### src/rtl/adc_parallel_responder_if.sv
// ---------------------------------------------------------------------------
// adc_parallel_responder_if
// Parallel-bus ADC interface between an AD7606-style controller (master)
// and the converter or its responder model (slave).
//
// Signals:
//   convst   master->slave  conversion start, rising edge starts a conversion
//   cs_n     master->slave  chip select, active-low
//   rd_n     master->slave  read strobe, active-low
//   busy     slave->master  conversion in progress
//   db       slave->master  16-bit data bus, 0 when not driven
//   db_oe    slave->master  data bus driven
//   frstdata slave->master  high while channel 0 is on db
// ---------------------------------------------------------------------------
interface adc_parallel_responder_if;
  logic        convst;
  logic        cs_n;
  logic        rd_n;
  logic        busy;
  logic [15:0] db;
  logic        db_oe;
  logic        frstdata;

  modport master (
    output convst, cs_n, rd_n,
    input  busy, db, db_oe, frstdata
  );

  modport slave (
    input  convst, cs_n, rd_n,
    output busy, db, db_oe, frstdata
  );
endinterface

### src/rtl/adc_parallel_responder.sv
// ---------------------------------------------------------------------------
// adc_parallel_responder
// Device end of an AD7606-style CS#/RD# parallel read interface. A rising
// edge on convst starts a conversion that holds busy for CONV_CYCLES clocks;
// afterwards each RD# strobe (with CS# low) serves the next 16-bit channel
// word, channel 0..NUM_CH-1 in turn. The word for channel k is
// {k[2:0], conv_cnt[12:0]}, so a bench can tell channel and conversion apart.
//
// Parameters:
//   NUM_CH       channels served per conversion (1..8)
//   CONV_CYCLES  clk cycles busy stays high per conversion (>=2)
//
// Ports:
//   clk   system clock, all inputs synchronous to it
//   rst   synchronous reset, active-high
//   bus   slave side of adc_parallel_responder_if (convst, cs_n, rd_n in;
//         busy, db, db_oe, frstdata out)
// ---------------------------------------------------------------------------
module adc_parallel_responder #(
  parameter int NUM_CH      = 8,
  parameter int CONV_CYCLES = 200
) (
  input  logic                      clk,
  input  logic                      rst,
  adc_parallel_responder_if.slave   bus
);

  localparam int         TW      = $clog2(CONV_CYCLES);
  localparam logic [2:0] LAST_CH = 3'(NUM_CH - 1);

  typedef enum logic {
    IDLE,
    CONV
  } state_t;

  state_t          state_q;
  state_t          state_d;
  logic            busy_q;
  logic [TW-1:0]   timer_q;
  logic [12:0]     conv_cnt_q;
  logic [2:0]      ch_ptr_q;
  logic            convst_q;
  logic            rd_q;
  logic            cs_q;

  logic            conv_edge;
  logic            rd_end;
  logic            conv_done;

  logic            rd_active;
  logic [15:0]     db_d;
  logic            db_oe_d;
  logic            frstdata_d;

  // A read completes on the rising edge of rd_n, but only if the chip was
  // selected while the strobe was low.
  assign conv_edge = bus.convst & ~convst_q;
  assign rd_end    = bus.rd_n & ~rd_q & ~cs_q;
  assign conv_done = (state_q == CONV) && (timer_q == '0);

  // State register. busy is registered from the next state so it rises
  // the cycle after the convst edge and falls the cycle after completion.
  always_ff @(posedge clk) begin
    // NOTE: sequential state uses non-blocking assignments so every flop
    // samples pre-edge values regardless of statement order.
    if (rst) begin
      state_q <= IDLE;
      busy_q  <= 1'b0;
    end else begin
      state_q <= state_d;
      busy_q  <= (state_d == CONV);
    end
  end

  // Next-state logic. An edge during CONV (including the completion
  // cycle) is ignored: conversions never restart.
  always_comb begin
    // NOTE: default first so every path assigns state_d and no latch forms.
    state_d = state_q;
    case (state_q)
      IDLE:    if (conv_edge) state_d = CONV;
      CONV:    if (conv_done) state_d = IDLE;
      default: state_d = IDLE;
    endcase
  end

  // Datapath: conversion timer, conversion counter, channel pointer and
  // the registered copies used for edge detection.
  always_ff @(posedge clk) begin
    if (rst) begin
      timer_q    <= '0;
      conv_cnt_q <= '0;
      ch_ptr_q   <= '0;
      convst_q   <= 1'b0;
      rd_q       <= 1'b1;
      cs_q       <= 1'b1;
    end else begin
      convst_q <= bus.convst;
      rd_q     <= bus.rd_n;
      cs_q     <= bus.cs_n;

      if (state_q == IDLE && conv_edge)
        timer_q <= TW'(CONV_CYCLES - 1);
      else if (state_q == CONV && !conv_done)
        timer_q <= timer_q - TW'(1);

      // Completion outranks a simultaneous read end: the new conversion
      // is always served from channel 0.
      if (conv_done) begin
        conv_cnt_q <= conv_cnt_q + 13'd1;
        ch_ptr_q   <= '0;
      end else if (rd_end) begin
        ch_ptr_q <= (ch_ptr_q == LAST_CH) ? 3'd0 : ch_ptr_q + 3'd1;
      end
    end
  end

  // Read path, combinational from registered state so data is on the bus
  // in the same cycle RD# goes low. Gated by rst so the bus is quiet in
  // reset even before the first reset edge.
  always_comb begin
    rd_active  = ~bus.cs_n & ~bus.rd_n & ~rst;
    db_d       = 16'd0;
    db_oe_d    = 1'b0;
    frstdata_d = 1'b0;
    if (rd_active) begin
      db_d       = {ch_ptr_q, conv_cnt_q};
      db_oe_d    = 1'b1;
      frstdata_d = (ch_ptr_q == 3'd0);
    end
  end

  assign bus.busy     = busy_q;
  assign bus.db       = db_d;
  assign bus.db_oe    = db_oe_d;
  assign bus.frstdata = frstdata_d;

endmodule

### src/flat_wrapper.sv
// flat-port wrapper written by rule: the top's interface ports become plain ports
module adc_parallel_responder_flat 
#(
  parameter int NUM_CH      = 8,
  parameter int CONV_CYCLES = 200
)
  (clk, rst, bus_convst, bus_cs_n, bus_rd_n, bus_busy, bus_db, bus_db_oe, bus_frstdata);
  adc_parallel_responder_if bus_i ();
  input  logic clk;
  input  logic rst;
  input wire logic [$bits(bus_i.convst)-1:0] bus_convst;
  input wire logic [$bits(bus_i.cs_n)-1:0] bus_cs_n;
  input wire logic [$bits(bus_i.rd_n)-1:0] bus_rd_n;
  output wire logic [$bits(bus_i.busy)-1:0] bus_busy;
  output wire logic [$bits(bus_i.db)-1:0] bus_db;
  output wire logic [$bits(bus_i.db_oe)-1:0] bus_db_oe;
  output wire logic [$bits(bus_i.frstdata)-1:0] bus_frstdata;
  assign bus_i.convst = bus_convst;
  assign bus_i.cs_n = bus_cs_n;
  assign bus_i.rd_n = bus_rd_n;
  assign bus_busy = bus_i.busy;
  assign bus_db = bus_i.db;
  assign bus_db_oe = bus_i.db_oe;
  assign bus_frstdata = bus_i.frstdata;
  adc_parallel_responder #(.NUM_CH(NUM_CH), .CONV_CYCLES(CONV_CYCLES)) u_core (.clk(clk), .rst(rst), .bus(bus_i));
endmodule
### config.mk
export PLATFORM = sky130hd
export DESIGN_NAME = adc_parallel_responder_flat
export DESIGN_NICKNAME = d
export VERILOG_FILES = /design/src/rtl/adc_parallel_responder_if.sv /design/src/rtl/adc_parallel_responder.sv /design/src/flat_wrapper.sv
export SDC_FILE = /design/constraint.sdc
export NUM_CORES = 1
export LEC_CHECK = 0
export CORE_MARGIN = 2
export CORE_UTILIZATION = 40
export DETAILED_ROUTE_END_ITERATION = 8
export GPL_TIMING_DRIVEN = 0
export PLACE_DENSITY = 0.61
export SLEW_MARGIN = 15
export SYNTH_ARGS = -nofsm -noshare
export SYNTH_HDL_FRONTEND = slang
export SYNTH_SLANG_ARGS = --single-unit
### constraint.sdc
create_clock -name clk -period 4.9 [get_ports clk]
set_input_delay 0.735 -clock clk [delete_from_list [all_inputs] [get_ports clk]]
set_output_delay 0.735 -clock clk [all_outputs]
set_load 0.02 [all_outputs]
== After elaboration in Yosys (flattened, before gate mapping) ==
Cells that the tools add are included.
Word-level totals
  flip-flop bits (word level): 28
  input bits: 5
  word-level logic and storage cells: 42
Cells by class
  add/subtract/negate cells: 3
  equality and inequality tests: 1
  mux-type cells: 9
  bitwise gates (word level): 12
  reduce and logical (&&, ||, !) cells: 9
Operator list (count)
  $mux W16: 1
  $mux W8: 2
  $add A13 B1 Y13 const B: 1
  $logic_not A8 Y1: 1
  $sub A8 B1 Y8 const B: 1
  $not A1 Y1: 7
  $and A1 B1 Y1: 5
  $mux W1: 4
  $reduce_or A2 Y1: 2
  $add A3 B1 Y3 const B: 1
  $eq A3 B3 Y1 const B: 1
  $logic_and A1 B1 Y1: 3
  $logic_not A3 Y1: 1
  $mux W3: 1
  $pmux W1 S2: 1
  $reduce_bool A2 Y1: 1
  $logic_not A1 Y1: 1

== Logic depth before layout (Yosys ltp) ==
Gate-level depths: netlist (run 1).
  depth after elaboration: 6
  depth in mapped cells: 7

== Worst setup path after synthesis (run 1) ==
Ideal clock, no wire load.
  kind: input -> output
  start: input rst
  end: output bus_db[10]
  arrival: 2.115 ns
  data required time: 4.165 ns
  slack: 2.050 ns
  stages: 6
  cells stage by stage: clkbuf_1 -> or2_2 -> clkbuf_1 -> nor2_1 -> clkbuf_1 -> and2_1
Between the ends
  cells in the longest elaborated chain, start to end: 3
Ends and longest elaborated chain
  start: declaration: line flat_wrapper.sv:10  | input logic rst;
  $not A1 Y1: line adc_parallel_responder.sv:122  | rd_active = ~bus.cs_n & ~bus.rd_n & ~rst;
  $and A1 B1 Y1: line adc_parallel_responder.sv:122
  $mux W16: line adc_parallel_responder.sv:126  | if (rd_active) begin
  end: declaration: line flat_wrapper.sv:15  | output wire logic [$bits(bus_i.db)-1:0] bus_db;
Every way passes these cells.

== Final worst setup path (run 1) ==
  start: input bus_cs_n
  end: output bus_db[5]
Between the ends
  cells in the longest elaborated chain, start to end: 4
Ends and longest elaborated chain
  start: declaration: line flat_wrapper.sv:12  | input wire logic [$bits(bus_i.cs_n)-1:0] bus_cs_n;
  $not A1 Y1: line adc_parallel_responder.sv:122
  $and A1 B1 Y1 (2 in series): line adc_parallel_responder.sv:122
  $mux W16: line adc_parallel_responder.sv:126
Every way passes these cells.

==> results.md, run 1 <==
* Nets@finish at 208
* WL final at 3.037 mm
* CP required at 4.16 ns
* Status: complete, no violations
* DP Wirelength at 2.333 mm
* Post-synthesis register bit count at 28
* Die Span Y at 64.08 um
* Clock Skew at 0.005532 ns
* Post-synth top flop: dfxtp_1
* Synth area leader: dfxtp_1
* Vias per cell at 5.091
* Measured slew at the worst slew-check pin at 0.9719 ns
* Total Neg Setup Slack at 0 ns
* Area grow syn2layout at 20.80%
* CTS Hold Buffers Added at 0
* R2r setup slk at 2.57 ns
* Die width at 64.08 um
* Syn Inst Count at 170
* # fillers at 325
* Commonest non-fill, non-tap cell in the layout: dfxtp_1
* Post-Synthesis Cell Area at 0.001444 mm2
* Startpoint Class: input port
* Rows at 21
* Final worst-path cycle share at 73.66%
* CTS Sinks at 28
* Avg Cell Area, Syn at 8.493 um2
* Internal power at 0.0003030 W
* Cells resized by post-CTS repair at 0
* Tot GR Track Use at 15.95%
* Share of synthesized registers carrying an async set or reset at 0%
* CTS tree: done
* Worst setup margin at 1.291 ns
* Pin count of the biggest net entering global routing at 15
* R2R cell count at 6
* Clock buffers created by TritonCTS at 3
* Starting DRT DRC Count at 30
* Initial antenna violation count at 0
* Syn nets at 181
* Root buf cell: clkbuf_4
* Leak Pwr at 0.6119 nW
* Post-synthesis sequential area ratio at 38.82%
* First-pass GRT wire length at 5.326 mm
* Number of flops mapped to enable cells by yosys at 0
* Hold Path Stages at 2
* Comb power frac at 20.1%
* IO Count at 24
* Cell area power density at 246.6 mW/mm2
* Antenna fix cells at 0
* HP Class: flip-flop to flip-flop
* Fraction of layout cells with a size suffix above 1 at 5.641%
* Slew Limit Headroom at 35.06%
* Post-CTS Setup Inserts at 0
* WHS Endpoint: u_core.conv_cnt_q[11]
* Max Cap Violations at 0
* H-tree depth at 1
* FF-to-FF End: u_core.conv_cnt_q[6]
* Worst EP arrival at 2.87 ns
* Pwr Total at 0.0004302 W
* Min cycle time layout at 3.609 ns
* Max-slew violations at 0
* Pre-antenna DRT Iters at 4
* Detailed-route via count at 1227
* CP Class: input port to primary output
* Grt total ovfl at 0
* Worst skew pair latency at 0.32 ns
* Antenna viol nets, final at 0
* Yosys cell types at 39
* Power share of the clock group at 21.9%
* Clk slew on worst S/H paths at 0.14 ns
* Clk buf depth at 2
* Worst setup EP type: primary output
* Main area contributors after synthesis: dfxtp_1 39%, nor2_1 5.7%, and2_1 5.6%
* VDD IR max at 0.0001424 V
* GP Congestion at 0.8508
* Initial Util at 42.60%
* Hold Vio Cnt, Final at 0
* Most frequent cells in the layout: 28 x dfxtp_1, 22 x nor2_1, 22 x clkdlybuf4s50_1
* Hold_sp: u_core.conv_cnt_q[11]
* DRC at 0
* Sw power at 0.0001272 W
* RSZ-0062 raised after global routing: false
* Port-buffer cells at 22
* Post-synth top area share at 38.82%
* Die area at 0.004106 mm2
* Core area at 0.003390 mm2
* Setup slack at placement at 1.259 ns
* Fmax at 277.1 MHz
* Worst r2r src: u_core.timer_q[0]
* Crit path max fanout at 10
* Wire length per cell at 12.60 um
* Ys Warns at 0
* Setup violators final at 0
* Sequential power share at 58.1%
* Sw Share at 29.57%
* Vias in the first global route at 1202
## critical path: stages
cell and delay (ns):
clkdlybuf4s50_1 0.39, or2_2 0.28, clkbuf_1 0.16, nor2_1 0.23
clkbuf_1 0.31, and2_1 0.17, clkdlybuf4s50_1 0.60
## power groups by stage
stage	Sequential [W]	Combinational [W]	Clock, W
2_1_floorplan	0.000253	0.0000631	0
3_3_place_gp	0.000254	0.0000830	0
3_5_place_dp	0.000255	0.0000861	0
4_1_cts	0.000250	0.0000866	0.0000972
5_1_grt	0.000251	0.0000971	0.000109
6_report	0.000250	0.0000863	0.0000941
## worst max-delay path by stage
stage | slack, ns | endpoint | cells after the start | start
3_5_place_dp | 1.26 | bus_db[6] | 7 | bus_cs_n
2_1_floorplan | 2.05 | bus_db[10] | 6 | rst
4_1_cts | 1.23 | bus_db[6] | 7 | bus_cs_n
3_3_place_gp | 1.31 | bus_db[3] | 7 | bus_cs_n
5_1_grt | 1.13 | bus_db[5] | 7 | bus_cs_n
6_report | 1.29 | bus_db[5] | 7 | bus_cs_n
## state kept, by name (all words and copies together), names as in the netlist
name	flops
u_core.rd_q	1
u_core.bus.busy	1
u_core.timer_q	8
u_core.cs_q	1
u_core.conv_cnt_q	13
u_core.ch_ptr_q	3
u_core.convst_q	1
## synthesized netlist by cell type, types with 3 or more instances
cell type	n
clkbuf_1	7
ha_1	6
o21ai_0	3
and2_1	13
a21oi_1	11
nor3_1	9
nor4_1	3
xor2_1	4
nand2_1	6
and3_1	4
xnor2_1	7
inv_1	5
nand3_1	4
dfxtp_1	28
mux2i_1	3
nand4_1	7
nor2_1	22
## logic make-up after synthesis
| kind of cell | share of synthesized area, % |
|---|---|
| and+or+nand+nor | 33.45 |
| DFF | 38.82 |
| AOI/OAI and AO/OA | 9.099 |
| buffers and inverters | 3.900 |
| xor gates and xnor gates | 6.672 |
| adders and majority gates | 5.199 |
| muxes | 2.860 |
## metal layers
layer / vias up / share of wire (%) / GRT usage, %
li1: 653 / - / -
met1: 555 / 48 / 20.26
met2: 19 / 49 / 27.60
met3: 0 / 3.3 / 2.113
met4: 0 / 0 / 5.435
met5: - / 0 / 0
## cell type report
type	instances	area (um2)	share of cell area, %
buffer	8	37.54	2.152
clock buffer	3	22.52	1.291
inverter	5	18.77	1.076
multi-input combinational	129	827.0	47.42
sequential	28	560.5	32.14
tap	46	57.56	3.300
timing repair buffer	22	220.2	12.63
## stage by stage
stage / utilization [%] / std cells / instance area, um2 / hold slack (ns)
finish: 51.46 / 241 / 1744 / 0.4916
global route: 51.46 / 241 / 1744 / 0.5447
CTS: 51.46 / 241 / 1744 / 0.4937
detailed placement: 50.79 / 238 / 1722 / 0.4748
global placement: 50.79 / 238 / 1722 / 0.4629
floorplan: - / 170 / 1444 / 0.4519
No activity file was read; power rests on OpenSTA's default activity.
==> run 2, diff against run 1 <==
PLACE_DENSITY = 0.63   (was 0.61)
clock period = 3 ns   (was 4.9 ns; I/O delays follow)
==> results.md, run 2 (synthesis gave the netlist of run 1 again) <==
* Final std cell area, no fill at 0.001755 mm2 (+0.65%)
* RSZ-0062 raised after global routing: false
* Grt total ovfl at 0 (unchanged)
* Clock Skew at 0.01581 ns (+0.01028 ns)
* Area grow syn2layout at 21.58%
* CTS Sinks at 28 (unchanged)
* Antenna fix cells at 0 (unchanged)
* Global-route met1 utilization at 20.27% (about the same)
* Starting DRT DRC Count at 52 (+73%)
* Measured slew at the worst slew-check pin at 0.9730 ns (+0.001091 ns)
* Cell area power density at 399.4 mW/mm2 (+62%)
* Most frequent cells in the layout: 28 x dfxtp_1, 21 x nor2_1, 20 x clkdlybuf4s50_1
* Vias in the first global route at 1298 (+8.0%)
* Clk slew on worst S/H paths at 0.15 ns (about the same)
* Final Core Density at 51.79% (+0.33 points)
* Commonest non-fill, non-tap cell in the layout: dfxtp_1
* H-tree depth at 1 (unchanged)
* DRC at 0 (unchanged)
* CP max-delay cell: clkdlybuf4s50_1
* Final worst-path cycle share at 95.42%
* Vias per cell at 5.303 (+4.2%)
* CP required at 2.55 ns (-1.61 ns)
* Worst setup EP type: primary output
* CP startpoint: bus_cs_n
* Hold_sp: u_core.conv_cnt_q[11]
* HP Class: flip-flop to flip-flop
* GR met3 Demand/Resource at 2.465% (+0.35 points)
* Top flop regs: u_core.conv_cnt_q x13, u_core.timer_q x8, u_core.ch_ptr_q x3
* Largest reg by FF count: u_core.conv_cnt_q
* Fraction of layout cells with a size suffix above 1 at 6.667% (+1.0 points)
* Top delay family on crit path: buffers and inverters
* Cell mode on critical path: clkdlybuf4s50_1
* GP Congestion at 0.8295 (-2.5%)
* DP Wirelength at 2.335 mm (about the same)
* Nets@finish at 208 (unchanged)
* Hold Vio Cnt, Final at 0 (unchanged)
* Worst r2r src: u_core.timer_q[0]
* Initial antenna violation count at 0 (unchanged)
* Setup slack at placement at -0.08159 ns (-1.341 ns)
* R2R cell count at 7 (+1)
* Hold Path Stages at 2 (unchanged)
* Slew Limit Headroom at 34.53% (-0.53 points)
* Initial Util at 42.60% (unchanged)
* Rows at 21 (unchanged)
* Setup violators final at 0 (unchanged)
* Die Span Y at 64.08 um (unchanged)
* Clock buffers created by TritonCTS at 3 (unchanged)
* IO Count at 24 (unchanged)
* CP Class: input port to primary output
* Max Cap Violations at 0 (unchanged)
* Slowest Stage Delay on Critical Path at 0.60 ns (about the same)
* Pin count of the biggest net entering global routing at 15 (unchanged)
* Port-buffer cells at 22 (unchanged)
* First-pass GRT wire length at 5.609 mm (+5.3%)
* Clk buf depth at 2 (unchanged)
* VDD IR max at 0.0002008 V (+41%)
* Root buf cell: clkbuf_4
* Die area at 0.004106 mm2 (unchanged)
* Crit path max fanout at 10 (unchanged)
* Most used routing layer: met2
* Detailed-route via count at 1278 (+4.2%)
* CTS tree: done
* Core area at 0.003390 mm2 (unchanged)
* Min cycle time layout at 2.863 ns
* Antenna viol nets, final at 0 (unchanged)
* Pre-antenna DRT Iters at 4 (unchanged)
* Total Neg Setup Slack at 0 ns (unchanged)
* Status: complete, no violations
* Die width at 64.08 um (unchanged)
* Fmax at 349.3 MHz
* WP buf/inv at 4 (unchanged)
* WHS Endpoint: u_core.conv_cnt_q[11]
* Cell breakdown of the critical path: clkdlybuf4s50_1 > or2_2 > clkbuf_1 > nor2_2 > clkbuf_4 > and2_1 > clkdlybuf4s50_1
* Placed Instance Area at 0.001722 mm2 (unchanged)
* Worst skew pair latency at 0.32 ns (about the same)
* Post-CTS Setup Inserts at 0 (unchanged)
* Worst EP arrival at 2.41 ns (-0.46 ns)
* Tot GR Track Use at 16.76% (+0.81 points)
* CTS Hold Buffers Added at 0 (unchanged)
* Max-slew violations at 0 (unchanged)
* Cells resized by post-CTS repair at 1 (+1)
* Leak Pwr at 0.6529 nW (+6.7%)
* Wire length per cell at 12.81 um (+1.6%)
* R2r setup slk at 0.68 ns (-1.89 ns)
* Met2 GRT Util at 30.60% (+3.0 points)
* FF-to-FF End: u_core.conv_cnt_q[1]
* # fillers at 313 (-3.7%)
* WL final at 3.087 mm (+1.6%)
* Max reg flops at 13 (unchanged)
* Worst setup margin at 0.1374 ns (-1.153 ns)
* Startpoint Class: input port
## run 2: layout make-up
cell class                      instances  area, um2  share of cell area [%]
Inverter                                5      18.77                   1.069
Sequential cell                        28      560.5                   31.93
Timing Repair Buffer                   22      225.2                   12.83
Clock buffer                            3      22.52                   1.283
Tap cell                               46      57.56                   3.279
Multi-Input combinational cell        129      829.5                   47.26
Buffer                                  8      41.29                   2.352
## run 2: per-stage QoR
| stage | total power (W) | hold WS (ns) | std cells |
|---|---|---|---|
| finish | 0.0007012 | 0.5128 | 241 |
| global route | 0.0007418 | 0.5491 | 241 |
| global placement | 0.0005505 | 0.4620 | 238 |
| CTS | 0.0007064 | 0.5077 | 241 |
| detailed placement | 0.0005575 | 0.4886 | 238 |
| floorplan | 0.0005159 | 0.4519 | 170 |
## run 2: worst max-delay path by stage
stage                  to  cells after the start
3_3_place_gp    bus_db[3]                      7
2_1_floorplan  bus_db[10]                      6
3_5_place_dp    bus_db[3]                      7
4_1_cts         bus_db[3]                      7
5_1_grt         bus_db[9]                      7
6_report        bus_db[3]                      7
## run 2: metal layers
metal / up-vias / share of wire [%]
met4: 0 / 0.68
met2: 21 / 50
li1: 645 / -
met3: 4 / 3.1
met1: 608 / 46
met5: - / 0
## run 2: report_power, final
group	switching [W]	internal [W]	leakage (nW)
Combinational	0.0000840	0.0000591	0.411
Sequential	0.0000192	0.000389	0.228
Clock	0.000103	0.0000469	0.0138
## run 2: worst register-to-register path, delay by kind of cell (launching register included)
family                   cells  cell delay [ns]
flip-flops                   1             0.37
AND/OR/NAND/NOR              3             1.08
multiplexers                 1             0.22
adder cells (fa/ha/maj)      1             0.20
buffers and inverters        2             0.34
